File: src/rtl/uart_pkg.sv
// Shared types and elaboration helpers for the UART transmitter.
// FSM encodings gain a PARITY state only when UART_PARITY_EN is defined.
package uart_pkg;

  typedef enum logic [2:0] {
    ST_IDLE,
    ST_START,
    ST_DATA,
    ST_STOP
`ifdef UART_PARITY_EN
    , ST_PARITY
`endif
  } state_e;

  // Ceiling log2 used for register widths; never returns less than 1.
  function automatic int clog2(input int n);
    int r;
    r = 1;
    while ((1 << r) < n) r++;
    return r;
  endfunction

  function automatic bit params_legal(input int clk_div, input int data_bits,
                                      input int stop_bits, input int fifo_depth,
                                      input int parity_odd);
    return (clk_div >= 2) && (data_bits >= 5) && (data_bits <= 9) &&
           (stop_bits >= 1) && (stop_bits <= 4) && (fifo_depth >= 2) &&
           ((fifo_depth & (fifo_depth - 1)) == 0) &&
           ((parity_odd == 0) || (parity_odd == 1));
  endfunction

endpackage

File: src/rtl/uart_tx_fifo_if.sv
// Producer-side word handshake into the UART transmitter.
interface uart_tx_fifo_if #(parameter int DATA_BITS = 8);
  logic [DATA_BITS-1:0] s_data;
  logic                 s_valid;
  logic                 s_ready;
  logic                 overrun;

  modport master (output s_data, s_valid, input s_ready, overrun);
  modport slave  (input s_data, s_valid, output s_ready, overrun);
endinterface

File: src/rtl/uart_tx_fifo_sync_fifo.sv
// Synchronous FIFO with extra-MSB pointers; registered-pointer flags, no fall-through.
module sync_fifo import uart_pkg::*; #(
  parameter  int DEPTH = 4,
  parameter  int WIDTH = 8,
  localparam int AW    = clog2(DEPTH)
) (
  input  logic             clk,
  input  logic             rst_n,
  input  logic             push,
  input  logic             pop,
  input  logic [WIDTH-1:0] wr_data,
  output logic [WIDTH-1:0] rd_data,
  output logic             full,
  output logic             empty,
  output logic [AW:0]      level
);

  logic [AW:0]      wr_ptr, rd_ptr;
  logic [WIDTH-1:0] mem [DEPTH];
  logic             do_push, do_pop;

  assign do_push = push && !full;
  assign do_pop  = pop && !empty;

  always_ff @(posedge clk or negedge rst_n) begin
    if (!rst_n) begin
      wr_ptr <= '0;
      rd_ptr <= '0;
    end else begin
      if (do_push) wr_ptr <= wr_ptr + 1'b1;
      if (do_pop)  rd_ptr <= rd_ptr + 1'b1;
    end
  end

  always_ff @(posedge clk) begin
    if (do_push) mem[wr_ptr[AW-1:0]] <= wr_data;
  end

  assign level   = wr_ptr - rd_ptr;
  assign full    = (level == (AW+1)'(DEPTH));
  assign empty   = (level == '0);
  assign rd_data = mem[rd_ptr[AW-1:0]];

endmodule

File: src/rtl/uart_tx_fifo.sv
// FIFO-buffered UART transmitter, LSB first, baud divider on the system clock.
// Optional parity bit after the data bits when UART_PARITY_EN is defined.
module uart_tx_fifo import uart_pkg::*; #(
  parameter  int CLK_DIV    = 4,
  parameter  int DATA_BITS  = 8,
  parameter  int STOP_BITS  = 1,
  parameter  int FIFO_DEPTH = 4,
  parameter  int PARITY_ODD = 0,
  localparam int LVL_W      = clog2(FIFO_DEPTH) + 1
) (
  input  logic             clk,
  input  logic             rst_n,
  uart_tx_fifo_if.slave    s,
  output logic             tx,
  output logic             busy,
  output logic [LVL_W-1:0] fifo_level
);

  if (!params_legal(CLK_DIV, DATA_BITS, STOP_BITS, FIFO_DEPTH, PARITY_ODD)) begin : g_bad_params
    $error("uart_tx_fifo: illegal parameter combination");
  end

  localparam int CNT_W = clog2(CLK_DIV);
  localparam int IDX_W = clog2(DATA_BITS);
  localparam int STP_W = clog2(STOP_BITS);

  state_e               state, state_n;
  logic [CNT_W-1:0]     cnt, cnt_n;
  logic [IDX_W-1:0]     bit_idx, bit_idx_n;
  logic [STP_W-1:0]     stop_idx, stop_idx_n;
  logic [DATA_BITS-1:0] shift, shift_n;
  logic [DATA_BITS-1:0] rd_data;
  logic                 tx_n, pop, load, full, empty, pending, bit_end;
`ifdef UART_PARITY_EN
  logic                 par, par_n;
`endif

  sync_fifo #(.DEPTH(FIFO_DEPTH), .WIDTH(DATA_BITS)) u_fifo (
    .clk     (clk),
    .rst_n   (rst_n),
    .push    (s.s_valid),
    .pop     (pop),
    .wr_data (s.s_data),
    .rd_data (rd_data),
    .full    (full),
    .empty   (empty),
    .level   (fifo_level)
  );

  assign s.s_ready = !full;
  assign s.overrun = s.s_valid && full;
  assign busy      = (state != ST_IDLE) || (fifo_level != '0);
  assign bit_end   = (cnt == CNT_W'(CLK_DIV - 1));

  always_comb begin
    state_n    = state;
    cnt_n      = '0;
    bit_idx_n  = bit_idx;
    stop_idx_n = stop_idx;
    shift_n    = shift;
    tx_n       = tx;
    load       = 1'b0;
    pop        = 1'b0;
`ifdef UART_PARITY_EN
    par_n      = par;
`endif
    if (state != ST_IDLE && !bit_end) cnt_n = cnt + 1'b1;
    case (state)
      ST_IDLE:  load = pending;
      ST_START: if (bit_end) begin
        tx_n      = shift[0];
        shift_n   = shift >> 1;
        bit_idx_n = '0;
        state_n   = ST_DATA;
      end
      ST_DATA: if (bit_end) begin
        if (bit_idx == IDX_W'(DATA_BITS - 1)) begin
`ifdef UART_PARITY_EN
          tx_n       = par;
          state_n    = ST_PARITY;
`else
          tx_n       = 1'b1;
          stop_idx_n = '0;
          state_n    = ST_STOP;
`endif
        end else begin
          tx_n      = shift[0];
          shift_n   = shift >> 1;
          bit_idx_n = bit_idx + 1'b1;
        end
      end
`ifdef UART_PARITY_EN
      ST_PARITY: if (bit_end) begin
        tx_n       = 1'b1;
        stop_idx_n = '0;
        state_n    = ST_STOP;
      end
`endif
      ST_STOP: if (bit_end) begin
        if (stop_idx == STP_W'(STOP_BITS - 1)) begin
          // Back-to-back frames: next start bit follows the stop bit directly.
          load = pending;
          if (!pending) state_n = ST_IDLE;
        end else begin
          stop_idx_n = stop_idx + 1'b1;
        end
      end
      default: state_n = ST_IDLE;
    endcase
    if (load) begin
      pop     = 1'b1;
      shift_n = rd_data;
      tx_n    = 1'b0;
      state_n = ST_START;
`ifdef UART_PARITY_EN
      par_n   = (^rd_data) ^ 1'(PARITY_ODD);
`endif
    end
  end

  // pending is the registered non-empty flag the FSM acts on.
  always_ff @(posedge clk or negedge rst_n) begin
    if (!rst_n) begin
      state    <= ST_IDLE;
      cnt      <= '0;
      bit_idx  <= '0;
      stop_idx <= '0;
      shift    <= '0;
      tx       <= 1'b1;
      pending  <= 1'b0;
`ifdef UART_PARITY_EN
      par      <= 1'b0;
`endif
    end else begin
      state    <= state_n;
      cnt      <= cnt_n;
      bit_idx  <= bit_idx_n;
      stop_idx <= stop_idx_n;
      shift    <= shift_n;
      tx       <= tx_n;
      pending  <= !empty;
`ifdef UART_PARITY_EN
      par      <= par_n;
`endif
    end
  end

endmodule
File: src/flat_wrapper.sv
// flat-port wrapper written by rule: the top's interface ports become plain ports
module uart_tx_fifo_flat import uart_pkg::*;
#(
  parameter  int CLK_DIV    = 4,
  parameter  int DATA_BITS  = 8,
  parameter  int STOP_BITS  = 1,
  parameter  int FIFO_DEPTH = 4,
  parameter  int PARITY_ODD = 0,
  localparam int LVL_W      = clog2(FIFO_DEPTH) + 1
)
  (clk, rst_n, tx, busy, fifo_level, s_s_data, s_s_valid, s_s_ready, s_overrun);
  uart_tx_fifo_if #(.DATA_BITS(DATA_BITS)) s_i ();
  input  logic clk;
  input  logic rst_n;
  output logic tx;
  output logic busy;
  output logic [LVL_W-1:0] fifo_level;
  input wire logic [$bits(s_i.s_data)-1:0] s_s_data;
  input wire logic [$bits(s_i.s_valid)-1:0] s_s_valid;
  output wire logic [$bits(s_i.s_ready)-1:0] s_s_ready;
  output wire logic [$bits(s_i.overrun)-1:0] s_overrun;
  assign s_i.s_data = s_s_data;
  assign s_i.s_valid = s_s_valid;
  assign s_s_ready = s_i.s_ready;
  assign s_overrun = s_i.overrun;
  uart_tx_fifo #(.CLK_DIV(CLK_DIV), .DATA_BITS(DATA_BITS), .STOP_BITS(STOP_BITS), .FIFO_DEPTH(FIFO_DEPTH), .PARITY_ODD(PARITY_ODD)) u_core (.clk(clk), .rst_n(rst_n), .s(s_i), .tx(tx), .busy(busy), .fifo_level(fifo_level));
endmodule
File: config.mk
export PLATFORM = sky130hd
export DESIGN_NAME = uart_tx_fifo_flat
export DESIGN_NICKNAME = d
export VERILOG_FILES = /design/src/rtl/uart_pkg.sv /design/src/rtl/uart_tx_fifo_if.sv /design/src/rtl/uart_tx_fifo_sync_fifo.sv /design/src/rtl/uart_tx_fifo.sv /design/src/flat_wrapper.sv
export SDC_FILE = /design/constraint.sdc
export NUM_CORES = 1
export LEC_CHECK = 0
export CAP_MARGIN = 30
export CORE_ASPECT_RATIO = 0.8
export CORE_UTILIZATION = 50
export DETAILED_ROUTE_END_ITERATION = 10
export PLACE_DENSITY_LB_ADDON = 0.05
export SLEW_MARGIN = 10
export SYNTH_ARGS = -nofsm -noshare
export SYNTH_HDL_FRONTEND = slang
export SYNTH_SLANG_ARGS = --single-unit
export TNS_END_PERCENT = 5
File: constraint.sdc
create_clock -name clk -period 6 [get_ports clk]
set_input_delay 0.6 -clock clk [delete_from_list [all_inputs] [get_ports clk]]
set_output_delay 0.6 -clock clk [all_outputs]
set_load 0.01 [all_outputs]
==> summary.md, run 1 <==
| Metric | Value |
|---|---|
| Crit path max fanout | `11` |
| Via count | `1335` |
| Flop-to-flop setup slack | `3.32 ns` |
| Clk_lat worst skew | `0.31 ns` |
| CP endpoint kind | `output pin` |
| Crit path depth | `5` |
| Number of DRC markers in iteration 0 | `36` |
| Root Buffer | `clkbuf_8` |
| Critical path arrival | `2.80 ns` |
| Setup-failing EPs final | `0` |
| Synth cell count leaders | `edfxtp_1, dfrtp_1, ha_1` |
| Syn Std Cell Area | `2500 µm²` |
| Crit path time final | `3.40 ns` |
| Clock slew at reported path FFs | `0.10 ns` |
| Antenna violations before repair | `0` |
| Grt ovf | `0` |
| Critical Path Start Type | `flop` |
| Clock skew | `0.0161 ns` |
| Final Instance Area | `2850 µm²` |
| Area grow syn2layout | `13.9%` |
| Peak supply drop | `0.000375 V` |
| Setup TNS | `0 ns` |
| Post-DP Area | `2730 µm²` |
| Num CTS Buffers | `5` |
| Delay-heaviest family, CP | `adder cells` |
| TritonCTS Sinks | `55` |
| Slowest CP cell | `dfrtp_1` |
| Slew HR | `59.0%` |
| Placed instance count | `236` |
| DIE AREA | `5280 µm²` |
| WL per Instance | `16.7 µm` |
| Worst Tran Pin Value | `0.614 ns` |
| Max Cap Violations | `0` |
| First-pass GRT wire length | `6850 µm` |
| Hold buffers post-CTS | `0` |
| Core area | `4680 µm²` |
| Synth cell types | `41` |
| Number of H-tree levels | `2` |
| Vias in the first global route | `1470` |
| Status | `finished, final reports clean` |
| YS warnings | `0` |
| Primary FF master, synth | `edfxtp_1` |
| Residual DRC | `0` |
| Async SR Flop Fraction | `41.8%` |
| Via density | `5.47` |
| Synth Register Bits | `55` |
| Post-CTS Resized | `0` |
| Req. time, crit path | `5.40 ns` |
| Antenna-violating nets left | `0` |
| Tightest Hold Check Type | `reg -> reg` |
| RSZ-0062 raised after global routing | `no` |
| Pleak | `1.14 nW` |
| Syn nets | `188` |
| Cell row count | `22` |
| Layout cells sized above 1 | `15.8%` |
| CTS tree | `built` |
| Final WL | `4070 µm` |
| Post-Synthesis Cells | `163` |
| Hold depth | `1` |
| Nets@finish | `208` |
| Clock Tree Buf Depth | `2` |
| Chip width | `81.0 µm` |
| Hpwl dp | `2900 µm` |
| Sequential area share after synthesis | `61.6%` |
| Largest net degree at the start of global routing | `22` |
| WP buf/inv | `1` |
| PwrDens | `569 nW/µm²` |
| Hold Vio Cnt, Final | `0` |
| Final Max Slew Viols | `0` |
| Setup Crit Path Kind | `reg -> out` |
| Ports | `18` |
| First-pass DRT Iterations | `4` |
| Die H | `65.2 µm` |
| Synth Area per Inst | `15.3 µm²` |
| Worst reg2reg path depth | `5` |
| Yosys top cell by area | `edfxtp_1` |
| Number of port buffers | `17` |
| Crit-path cells | `ha_1, fa_1, xor3_1, and3_1, clkdlybuf4s50_1` |
| Post-synth top area share | `38.5%` |
| Total setup buffers inserted after CTS | `0` |
| Maximum clock rate | `294 MHz` |
| Fin crit share | `56.6%` |
| Worst stage delay on the critical path | `0.61 ns` |
| Total GRT Usage | `18.0%` |
| Post-synth EDFFs | `32` |
| Area contributors post-synth | `edfxtp_1, dfrtp_1, mux4_2` |
| Routability cong. | `0.724` |
| Final Instance Count excl. Fillers | `244` |
| Most frequent cell after synthesis | `edfxtp_1` |
| Antenna diodes | `0` |
| Initial Util | `53.4%` |
logic make-up after synthesis:
logic type,count (synthesis),synth area share [%]
DFF,55,61.6
and+or+nand+nor,35,7.82
AOI/OAI and AO/OA,23,7.21
muxes,18,11.4
adders and majority gates,14,7.31
buffers and inverters,13,2.35
xor gates and xnor gates,5,2.35
metal layers:
| metal | vias up | global-route usage [%] | wire length [µm] |
|---|---|---|---|
| li1 | 645 | - | - |
| met3 | 9 | 4.44 | 92 |
| met1 | 662 | 21.6 | 1860 |
| met5 | - | 0 | 0 |
| met2 | 19 | 30.9 | 2050 |
| met4 | 0 | 7.59 | 66 |
stage by stage:
| stage | hold slack [ns] | utilization (%) | power, mW | worst slack (ns) |
|---|---|---|---|---|
| 2_1_floorplan | 0.304 | - | 1.17 | 3.65 |
| 3_3_place_gp | 0.426 | 58.0 | 1.35 | 2.97 |
| 3_5_place_dp | 0.432 | 58.3 | 1.39 | 2.89 |
| 6_report | 0.445 | 60.8 | 1.62 | 2.60 |
| 4_1_cts | 0.447 | 60.8 | 1.64 | 2.53 |
| 5_1_grt | 0.474 | 60.8 | 1.73 | 2.43 |
path summary, 6_finish.rpt:
check | start | to
worst max-delay path | u_core.u_fifo.rd_ptr[0] | s_overrun
worst min-delay path | u_core.cnt[0] | u_core.cnt[0]
worst max register to register | u_core.u_fifo.rd_ptr[0] | u_core.u_fifo.mem[1][6]
worst min register to register | u_core.cnt[0] | u_core.cnt[0]
max in group asynchronous | rst_n | u_core.u_fifo.rd_ptr[1]
min in group asynchronous | rst_n | u_core.bit_idx[2]
placed cells by master (no fill, tap or decap), types with 2 or more instances in the layout:
master / n
xor2_1: 3
nand2_1: 8
mux4_2: 8
nor2b_1: 3
a22o_1: 5
nor2_1: 8
clkbuf_8: 5
mux2_2: 2
inv_1: 8
a21oi_1: 8
mux2i_1: 7
ha_1: 13
dfrtp_1: 22
edfxtp_1: 32
and3_1: 5
clkdlybuf4s50_1: 17
o21ai_0: 3
layout make-up:
class	count	area, µm²
Tap cell	60	75.1
Inverter	8	30.0
Sequential cell	55	1540
Fill cell	369	1830
Multi-Input combinational cell	95	901
Clock inverter	3	47.5
Clock buffer	5	68.8
Timing Repair Buffer	18	185
report_power, final:
group | total [mW] | switching, mW | internal, mW
clock network | 0.250 | 0.123 | 0.127
logic | 0.736 | 0.366 | 0.371
registers | 0.634 | 0.0920 | 0.542
state kept, by name (all words and copies together) (netlist names):
register	count
u_core.tx	1
u_core.cnt	2
u_core.bit_idx	3
u_core.u_fifo.mem	32
u_core.u_fifo.wr_ptr	3
u_core.u_fifo.rd_ptr	3
u_core.state	2
u_core.pending	1
u_core.shift	8
Note: power is estimated with default switching activity, not from simulation.
==> run 2: changes to the inputs <==
Clock period 6 ns to 2.75 ns, I/O delays scaled along.
==> summary.md, run 2 (same netlist as run 1, synthesis figures left out) <==
| Metric | Value |
|---|---|
| Core area | `4680 µm²` |
| Die H | `65.2 µm` |
| Max reg flops | `32` |
| Critical Path Start Type | `flop` |
| Setup WS post-layout | `0.123 ns` |
| Setup TNS | `0 ns` |
| Final Instance Area | `2850 µm²` |
| Total power | `3.53 mW` |
| Worst reg2reg path depth | `6` |
| Most frequent cells in the layout | `edfxtp_1, dfrtp_1, clkdlybuf4s50_1` |
| RSZ-0062 raised after global routing | `no` |
| Worst stage delay on the critical path | `0.54 ns` |
| Max Cap Violations | `0` |
| Critical path arrival | `2.35 ns` |
| Antenna violations before repair | `0` |
| Ports | `18` |
| Cell row count | `22` |
| Chip width | `81.0 µm` |
| Most common cell after layout, fill and taps aside | `edfxtp_1` |
| Final WL | `4020 µm` |
| First-pass DRT Iterations | `4` |
| Residual DRC | `0` |
| Clock skew | `0.00548 ns` |
| Tightest Hold Check Type | `in -> async` |
| Total GRT Usage | `18.1%` |
| Grt ovf | `0` |
| Pleak | `1.16 nW` |
| Setup WS pre-CTS | `0.219 ns` |
| Slowest CP cell | `clkdlybuf4s50_1` |
| PwrDens | `1240 nW/µm²` |
| Slew HR | `63.2%` |
| Num CTS Buffers | `5` |
| Final Max Slew Viols | `0` |
| Antenna diodes | `0` |
| Peak supply drop | `0.000697 V` |
| Clk_lat worst skew | `0.31 ns` |
| Fin Hold WS | `0.301 ns` |
| Antenna-violating nets left | `0` |
| Number of DRC markers in iteration 0 | `73` |
| Hold Vio Cnt, Final | `0` |
| Clock slew at reported path FFs | `0.11 ns` |
| Initial Util | `53.4%` |
| Setup-failing EPs final | `0` |
| Clock Tree Buf Depth | `2` |
| Area grow syn2layout | `14.2%` |
| Number of port buffers | `17` |
| Setup Crit Path Kind | `reg -> out` |
| Largest net degree at the start of global routing | `24` |
| Root Buffer | `clkbuf_8` |
| WL per Instance | `16.3 µm` |
| Crit-path cells | `inv_1, ha_1, fa_2, xor3_2, nand2_2, clkdlybuf4s50_1` |
| Number of H-tree levels | `2` |
| CP endpoint kind | `output pin` |
| TritonCTS Sinks | `55` |
| Fin crit share | `95.5%` |
| Post-DP Area | `2740 µm²` |
| First-pass GRT wire length | `6970 µm` |
| Worst Tran Pin Value | `0.552 ns` |
| Crit path max fanout | `6` |
| CTS tree | `built` |
| Via count | `1344` |
| Req. time, crit path | `2.48 ns` |
| Crit path time final | `2.63 ns` |
| Layout cells sized above 1 | `18.7%` |
| Via density | `5.44` |
| Flop-to-flop setup slack | `0.47 ns` |
| Vias in the first global route | `1494` |
| Nets@finish | `211` |
| Maximum clock rate | `381 MHz` |
| Hold buffers post-CTS | `0` |
| Status | `finished, final reports clean` |
| DIE AREA | `5280 µm²` |
| Hpwl dp | `2820 µm` |
| Routability cong. | `0.787` |
-- run 2: power by group --
part | internal (mW) | switching (mW)
Sequential | 1.18 | 0.129
Clock | 0.194 | 0.290
Combinational | 0.851 | 0.882
Total | 2.23 | 1.30
-- run 2: final cells by class --
| type | count | area [µm²] |
|---|---|---|
| clock buffers | 5 | 68.8 |
| inverters | 8 | 30.0 |
| multi-input cells | 95 | 907 |
| repair buffers | 21 | 201 |
| fillers | 378 | 1830 |
| well taps | 60 | 75.1 |
| flip-flops and latches | 55 | 1540 |
| clock inverters | 3 | 31.3 |
-- run 2: final timing paths --
kind | startpoint | end
worst max-delay path | u_core.u_fifo.wr_ptr[0] | s_s_ready
worst min-delay path | rst_n | u_core.bit_idx[1]
worst max register to register | u_core.u_fifo.wr_ptr[0] | u_core.u_fifo.mem[2][5]
worst min register to register | u_core.cnt[0] | u_core.cnt[0]
max in group asynchronous | rst_n | u_core.tx
min in group clk | u_core.cnt[0] | u_core.cnt[0]
-- run 2: metal layers --
layer  vias up  global-route usage, %  part of all wire [%]
met5         -                      0                     0
met2        24                   30.4                    49
met3         6                   3.89                   2.7
met4         0                   7.37                   1.8
met1       671                   22.8                    47
li1        643                      -                     -
-- run 2: what timing repair did --
action	CTS	global route
endpoints found under the setup margin	4	2
gates resized for setup	2	3
buffers inserted	1	0
-- run 2: critical path: cells and delay by family, from the launching register on --
| kind | cells | cell delay [ns] |
|---|---|---|
| adder cells (fa/ha/maj) | 2 | 0.63 |
| buffers and inverters | 2 | 0.61 |
| flip-flops | 1 | 0.36 |
| XOR/XNOR | 1 | 0.30 |
| AND/OR/NAND/NOR | 1 | 0.13 |
-- run 2: metrics by stage --
stage                     utilization, %  std cells
after floorplan                        -        163
after global placement              58.5        238
after detailed placement            58.5        238
after CTS                           60.8        247
after global routing                60.9        247
final                               60.9        247
